### src/rtl/alu_result_collector.sv
// Packs consecutive ALU results LSB-first into PACK_N-wide batches behind a valid/ready slot.
// Optional idle auto-flush is enabled by defining RESCOL_TIMEOUT_EN.
module alu_result_collector #(
  parameter int unsigned RES_W       = 16,
  parameter int unsigned PACK_N      = 20,
  parameter int unsigned TIMEOUT_CYC = 64
) (
  input  logic                        clk_i,
  input  logic                        reset_i,
  input  logic                        done_i,
  input  logic [RES_W-1:0]            result_i,
  input  logic                        flush_i,
  output logic [PACK_N*RES_W-1:0]     out_data_o,
  output logic [$clog2(PACK_N+1)-1:0] out_count_o,
  output logic                        out_valid_o,
  input  logic                        out_ready_i,
  output logic                        overflow_o,
  output logic [15:0]                 drop_cnt_o
);

  localparam int unsigned DataW = PACK_N * RES_W;
  localparam int unsigned CntW  = $clog2(PACK_N + 1);

  logic [DataW-1:0] fill_q, fill_d, fill_eff;
  logic [CntW-1:0]  fill_cnt_q, fill_cnt_d, eff_cnt;
  logic             flush_pend_q, flush_pend_d;
  logic [DataW-1:0] out_data_q, out_data_d;
  logic [CntW-1:0]  out_count_q, out_count_d;
  logic             out_valid_q, out_valid_d;
  logic             overflow_q, overflow_d;
  logic [15:0]      drop_cnt_q, drop_cnt_d;

  logic slot_free, full, cap, send, drop, tmo_hit;

  assign slot_free = !out_valid_q || out_ready_i;
  assign full      = (fill_cnt_q == CntW'(PACK_N));
  assign cap       = done_i && !full;
  assign eff_cnt   = fill_cnt_q + CntW'(cap);
  assign send      = slot_free &&
                     ((eff_cnt == CntW'(PACK_N)) || (flush_pend_q && (eff_cnt != '0)));
  assign drop      = done_i && full && !send;

  // Fill contents including a result captured this cycle, so a transfer can forward it.
  always_comb begin
    fill_eff = fill_q;
    for (int unsigned k = 0; k < PACK_N; k++) begin
      if (cap && (fill_cnt_q == CntW'(k))) begin
        fill_eff[k*RES_W +: RES_W] = result_i;
      end
    end
  end

`ifdef RESCOL_TIMEOUT_EN
  localparam int unsigned TmoW = $clog2(TIMEOUT_CYC + 1);
  logic [TmoW-1:0] tmo_q, tmo_d;
  logic            idle;

  assign idle    = (fill_cnt_q != '0) && !done_i;
  assign tmo_hit = idle && (tmo_q == TmoW'(TIMEOUT_CYC - 1));

  always_comb begin
    tmo_d = tmo_q;
    if (cap || send) begin
      tmo_d = '0;
    end else if (idle) begin
      if (tmo_q != TmoW'(TIMEOUT_CYC)) tmo_d = tmo_q + 1'b1;
    end else if (fill_cnt_q == '0) begin
      tmo_d = '0;
    end
  end

  always_ff @(posedge clk_i or negedge reset_i) begin
    if (!reset_i) tmo_q <= '0;
    else          tmo_q <= tmo_d;
  end
`else
  assign tmo_hit = 1'b0;
`endif

  always_comb begin
    fill_d       = fill_eff;
    fill_cnt_d   = eff_cnt;
    flush_pend_d = flush_pend_q;
    out_data_d   = out_data_q;
    out_count_d  = out_count_q;
    out_valid_d  = out_valid_q;
    overflow_d   = overflow_q;
    drop_cnt_d   = drop_cnt_q;

    if (out_valid_q && out_ready_i) out_valid_d = 1'b0;

    if (send) begin
      out_data_d   = fill_eff;
      out_count_d  = eff_cnt;
      out_valid_d  = 1'b1;
      fill_d       = '0;
      fill_cnt_d   = '0;
      flush_pend_d = 1'b0;
      // Full buffer leaving while a new result arrives: it starts the next batch.
      if (done_i && full) begin
        fill_d[RES_W-1:0] = result_i;
        fill_cnt_d        = CntW'(1);
      end
    end else if (flush_pend_q || flush_i || tmo_hit) begin
      flush_pend_d = (eff_cnt != '0);
    end

    if (drop) begin
      overflow_d = 1'b1;
      if (drop_cnt_q != 16'hFFFF) drop_cnt_d = drop_cnt_q + 16'd1;
    end
  end

  always_ff @(posedge clk_i or negedge reset_i) begin
    if (!reset_i) begin
      fill_q       <= '0;
      fill_cnt_q   <= '0;
      flush_pend_q <= 1'b0;
      out_data_q   <= '0;
      out_count_q  <= '0;
      out_valid_q  <= 1'b0;
      overflow_q   <= 1'b0;
      drop_cnt_q   <= '0;
    end else begin
      fill_q       <= fill_d;
      fill_cnt_q   <= fill_cnt_d;
      flush_pend_q <= flush_pend_d;
      out_data_q   <= out_data_d;
      out_count_q  <= out_count_d;
      out_valid_q  <= out_valid_d;
      overflow_q   <= overflow_d;
      drop_cnt_q   <= drop_cnt_d;
    end
  end

  assign out_data_o  = out_data_q;
  assign out_count_o = out_count_q;
  assign out_valid_o = out_valid_q;
  assign overflow_o  = overflow_q;
  assign drop_cnt_o  = drop_cnt_q;

endmodule

### config.mk
export PLATFORM = sky130hd
export DESIGN_NAME = alu_result_collector
export DESIGN_NICKNAME = d
export VERILOG_FILES = /design/src/rtl/alu_result_collector.sv
export SDC_FILE = /design/constraint.sdc
export NUM_CORES = 1
export LEC_CHECK = 0
export CORE_ASPECT_RATIO = 0.9
export CORE_MARGIN = 2
export CORE_UTILIZATION = 50
export DETAILED_ROUTE_END_ITERATION = 12
export PLACE_DENSITY = 0.76
export REMOVE_ABC_BUFFERS = 1
export SETUP_SLACK_MARGIN = 0.1
export SLEW_MARGIN = 20
export SYNTH_ARGS = -nofsm -noshare
export SYNTH_HDL_FRONTEND = slang
export SYNTH_SLANG_ARGS = --single-unit
### constraint.sdc
create_clock -name clk_i -period 5.5 [get_ports clk_i]
set_clock_uncertainty 0.2 [all_clocks]
set_input_delay 1.1 -clock clk_i [delete_from_list [all_inputs] [get_ports clk_i]]
set_output_delay 1.1 -clock clk_i [all_outputs]
set_load 0.01 [all_outputs]
**Yosys cells after proc, flatten, opt, wreduce, memory -nomap -nowiden**

Cells that the tools add are included.
Widths: inputs -> output; s select.

- Add/subtract/negate cells: 2
- Multiply operators: 0
- Divide/modulo/power cells: 0
- Magnitude comparators: 0
- Equal/unequal tests: 22
- Shift operators: 0
- Muxes and demuxes: 28
- Bitwise gates (word level): 0
- Reduce and logical (&&, ||, !) cells: 37

Operators by type and width:

| kind | number |
|---|---|
| $mux 16 | 21 |
| $mux 320 | 1 |
| $eq 5x4->1 const B | 8 |
| $eq 5x5->1 const B | 6 |
| $logic_and 1x1->1 | 26 |
| $eq 5x3->1 const B | 4 |
| $add 16x1->16 const B | 1 |
| $ne 16x16->1 const B | 1 |
| $eq 5x2->1 const B | 2 |
| $add 5x1->5 | 1 |
| $eq 5x1->1 const B | 1 |
| $logic_not 5->1 | 1 |
| $mux 1 | 5 |
| $mux 5 | 1 |
| $reduce_bool 5->1 | 1 |
| $reduce_bool 2->1 | 2 |
| $logic_not 1->1 | 3 |
| $logic_or 1x1->1 | 3 |
| $reduce_and 2->1 | 1 |

- Register bits: 669
- Latch bits: 0
- Bits in writable memories: 0
- ROM bits: 0
- Memories: 0

**Logic depth before layout (Yosys ltp)**

- Depth in word-level cells: 11
- Depth in mapped cells: 15
- Depth with buffers taken out: 10

**Least setup slack after synthesis**

No wires, ideal clock.

- Kind: input port to flip-flop
- Start: in done_i
- End: reg fill_q[10]
- Data arrival time: 3.018 ns
- Path slack: 2.161 ns
- Stages on the path: 10
- Path buffers: 1
- Cells stage by stage: o41a_1 ha_1 ha_1 xnor2_1 nor3_1 nand3_1 a31oi_1 mux2_2 buf_4 a22o_1

- Word-level cells in the longest chain between the ends: 7
- Elaborated cells on any way between the ends: 12
- Those cells by class: 1 x add/sub; 1 x eq/ne; 3 x mux; 7 x reduce/logical

RTL lines:

| what | RTL line | text |
|---|---|---|
| from (decl) | 10 | `input logic done_i,` |
| $logic_and 1x1->1 | 37 | `assign cap = done_i && !full;` |
| $add 5x1->5 | 38 | `assign eff_cnt = fill_cnt_q + CntW'(cap);` |
| $reduce_bool 5->1 | 40 | `((eff_cnt == CntW'(PACK_N)) \|\| (flush_pend_q && (eff_cnt != '0)));` |
| $logic_and 1x1->1 | 40 |  |
| $logic_or 1x1->1 | 40 |  |
| $logic_and 1x1->1 | 39 | `assign send = slot_free &&` |
| $mux 320 (*) | 92 | `if (send) begin` |
| named net fill_d[10] | 24 | `logic [DataW-1:0] fill_q, fill_d, fill_eff;` |
| to (signal assigned) | 125 | `fill_q <= fill_d;` |
| to (decl) | 24 |  |

The timed path passes the listed nets; every way through them passes the cells marked *.
A chain may end at the register's enable or synchronous reset.

**Worst setup path after layout**

- Start: reg fill_cnt_q[4]
- End: reg drop_cnt_q[11], in the netlist drop_cnt_o[11]

- Word-level cells in the longest chain between the ends: 11
- Elaborated cells on any way between the ends: 13
- Those cells by class: 1 x add/sub; 2 x eq/ne; 10 x reduce/logical

RTL lines:

| what | RTL line | text |
|---|---|---|
| from (decl) | 25 | `logic [CntW-1:0] fill_cnt_q, fill_cnt_d, eff_cnt;` |
| from (signal assigned) | 126 | `fill_cnt_q <= fill_cnt_d;` |
| $eq 5x5->1 | 36 | `assign full = (fill_cnt_q == CntW'(PACK_N));` |
| $logic_not 1->1 | 37 |  |
| $logic_and 1x1->1 | 37 |  |
| $add 5x1->5 | 38 |  |
| $reduce_bool 5->1 | 40 |  |
| $logic_and 1x1->1 | 40 |  |
| $logic_or 1x1->1 | 40 |  |
| $logic_and 1x1->1 | 39 |  |
| $logic_not 1->1 | 41 | `assign drop = done_i && full && !send;` |
| $logic_and 1x1->1 (*) | 41 |  |
| $reduce_and 2->1 (no line) (*) | n/a |  |
| to (signal assigned) | 132 | `drop_cnt_q <= drop_cnt_d;` |
| to (decl) | 31 | `logic [15:0] drop_cnt_q, drop_cnt_d;` |

Every way passes the cells marked *; elsewhere a longest branch is shown, timed or not.

==> run_results.csv <==
group,metric,value,unit
cts,htreeDepth,3,
route,ant_nets,0,
global_route,grt_pass1_vias,18000,
cts,clockBufferDepth,3,
cts,clkSlewWorstSetupHoldPaths,0.06,ns
global_route,grt_usage,25.2,%
worst_hold_path,min_path_type,"in2async",
final_layout,finalNetCount,2596,
run_status,status,"complete, no violations",
yosys,synth_edf_count,0,
timing,tns,0,ns
worst_setup_path,r2r_start,"fill_cnt_q[4]$_DFF_PN0_",
cts,cts_buffers,68,
global_route,grt_max_degree,166,
power,vdd_drop_max,0.000254,V
floorplan,start_util,50.3,%
global_route,gr-total-overflow,0,
yosys,postSynthAreaPerCell,11.3,um2
cts,ctsRootBufferMaster,"clkbuf_16",
yosys,ys_types,42,
timing,rsz0062_at_grt,"false",
global_route,grt_first_pass_wirelength,104,mm
final_layout,multi_input_area,0.00818,mm2
placement,gp_congestion,0.820,
timing,tightest_slew,1.17,ns
cts,ctsResizeCount,0,
worst_setup_path,path_class,"reg2reg",
final_layout,final.fill_count,3990,
floorplan,die_h,220,um
timing,hold_ws,0.214,ns
worst_setup_path,reg2reg_depth,10,
route,viasPerCell,5.38,
timing,hold_viol_final,0,
yosys,yosys_register_bits,669,
worst_setup_path,path_max_fanout,48,
yosys,syn_inst,2278,
cts,post-cts-setup-buffers,0,
cts,clock-sinks,669,
floorplan,num_rows,79,
worst_setup_path,cp.required,5.80,ns
power,power.leakage,0.0159,uW
timing,period_minus_slack,3.97,ns
worst_setup_path,timing.rr.end,"drop_cnt_o[11]$_DFFE_PN0P_",
global_route,antenna_found_initial,1,
worst_setup_path,cp-start-kind,"flip-flop",
placement,placed_cell_area,0.0298,mm2
timing,relSlewSlack,21.8,%
timing,setup_viol,0,
final_layout,layout-drive-gt1-share,6.78,%
worst_setup_path,reg2reg_slack,1.53,ns
route,routed_wl,66.9,mm
final_layout,area.growth.synth_to_final,24.5,%
yosys,netlist_area,0.0258,mm2
job,maxCapViolCount,0,
cts,cts_tree,"done",
yosys,async_reset_ff_share,100,%
floorplan,core_area,0.0514,mm2
floorplan,dieWidth,244,um
floorplan,fp.dieArea,0.0535,mm2
route,wl_per_cell,20.2,um
timing,timing.final.crit_share,72.2,%
route,initialDrtViolationCount,1556,
cts,ctsHoldBuffers,0,
final_layout,regArea,0.0167,mm2
worst_setup_path,end_kind,"flip-flop",
placement,place_ws,1.11,ns
timing,maxSlewViolCount,0,
floorplan,io_pins,364,
route,vias,17800,
yosys,yosysWarnings,0,
placement,port_buffers,363,
cts,clk_latency,0.60,ns
final_layout,design_area,0.0322,mm2
route,drc_errors,0,
yosys,yosysSeqAreaShare,64.8,%
timing,fmax,0.252,GHz
power,power_density,465,mW/mm2
worst_setup_path,critPathArrivalTime,4.27,ns
route,drtPass1Iterations,5,
timing,worst_slack,1.53,ns
placement,dp_hpwl,40.5,mm
yosys,synth_top_flop_cell,"dfrtp_1",
-- cells in the final DEF, fill, tap and decap left out, types with 3 or more instances in the layout --
| cell | count |
|---|---|
| buf_4 | 23 |
| inv_1 | 3 |
| a22o_1 | 16 |
| dfrtp_1 | 669 |
| nand3_1 | 6 |
| nand2_2 | 5 |
| clkbuf_8 | 22 |
| clkinv_2 | 5 |
| bufinv_16 | 5 |
| clkdlybuf4s50_1 | 350 |
| nand4_1 | 13 |
| nor2_1 | 333 |
| a21oi_1 | 3 |
| mux2i_1 | 304 |
| ha_1 | 3 |
| clkbuf_1 | 14 |
| nor2b_1 | 3 |
| nor3_1 | 12 |
| clkbuf_16 | 70 |
| o21ai_0 | 219 |
| xor2_1 | 10 |
| xnor2_1 | 8 |
| inv_6 | 4 |
| a31oi_1 | 16 |
| buf_12 | 11 |
| buf_2 | 12 |
| nand2_1 | 363 |
| o21ai_1 | 88 |
-- cell usage after synthesis (2+ instances only) --
library cell  instances  area, um2
a21oi_1               3       15.0
a22o_1               16        140
a31oi_1              17        106
and2_1                2       12.5
and3_1                2       12.5
buf_2                66        330
buf_4                 5       37.5
buf_6                29        327
clkbuf_1             74        278
dfrtp_1             669      16700
ha_1                  3       37.5
inv_1                 3       11.3
mux2i_1             304       3040
nand2_1             365       1370
nand2_2               3       18.8
nand2b_1              2       12.5
nand3_1               6       30.0
nand4_1              13       81.3
nor2_1              334       1250
nor2b_1               4       25.0
nor3_1               12       60.1
nor3b_1               3       22.5
nor4_2                2       25.0
o21ai_0             219       1100
o21ai_1              88        440
or3_1                 2       12.5
xnor2_1               8       70.1
xor2_1               10       87.6
-- logic make-up after synthesis --
family	count (synthesis)	synth area share, %
compound gates	347	7.10
xor+xnor	19	0.673
fa+ha+maj	3	0.145
buf+inv	178	3.83
flops	669	64.8
mux	306	11.9
simple gates	756	11.6
-- worst max-delay path: stages (launching register included) --
cell      delay, ns
dfrtp_1        0.63
nand2b_1       0.24
o41a_1         0.36
ha_1           0.22
ha_1           0.22
xnor2_1        0.33
a31o_1         0.32
a31o_4         0.38
buf_4          0.46
nand4_1        0.22
xnor2_1        0.27
-- report_power, final --
| group | switching, uW | internal [uW] | total (uW) |
|---|---|---|---|
| Sequential | 469 | 5730 | 6200 |
| Combinational | 2580 | 1410 | 3990 |
| Clock | 1890 | 2880 | 4770 |
-- layer usage --
layer / wire [um] / track usage [%]
met5: 0 / 0
met4: 1760 / 7.50
met3: 4220 / 5.47
met2: 32000 / 40.3
met1: 28900 / 35.0
-- flip-flops by register name, indices dropped and copies added (netlist names) --
signal        flops
drop_cnt_o       16
out_count_o       5
overflow_o        1
fill_q          320
flush_pend_q      1
out_data_o      320
fill_cnt_q        5
out_valid_o       1
-- per-stage QoR --
stage	total power, uW	cells	utilization (%)
after floorplan	7990	2103	-
after global placement	10100	3188	57.9
after detailed placement	10200	3188	57.9
after CTS	15000	3310	62.4
after global routing	15700	3313	62.5
final	14900	3314	62.6
-- final cells by class --
class | count | area share [%]
Inverter | 3 | 0.0350
Tap cell | 688 | 2.68
Sequential cell | 669 | 52.1
Multi-Input combinational cell | 1431 | 25.4
Clock inverter | 16 | 0.728
Timing Repair Buffer | 399 | 12.5
Antenna cell | 2 | 0.0156
Clock buffer | 106 | 6.55
-- worst max-delay path by stage --
| stage | cells past startpoint | start | slack, ns | endpoint |
|---|---|---|---|---|
| floorplan | 8 | done_i | -15.23 | fill_q[0]$_DFF_PN0_ |
| global placement | 10 | done_i | 1.23 | fill_q[5]$_DFF_PN0_ |
| detailed placement | 10 | done_i | 1.11 | fill_q[1]$_DFF_PN0_ |
| CTS | 10 | fill_cnt_q[4]$_DFF_PN0_ | 1.57 | drop_cnt_o[11]$_DFFE_PN0P_ |
| global route | 11 | fill_cnt_q[4]$_DFF_PN0_ | 1.27 | drop_cnt_o[11]$_DFFE_PN0P_ |
| finish | 10 | fill_cnt_q[4]$_DFF_PN0_ | 1.53 | drop_cnt_o[11]$_DFFE_PN0P_ |
(Power assumes the default switching activity.)
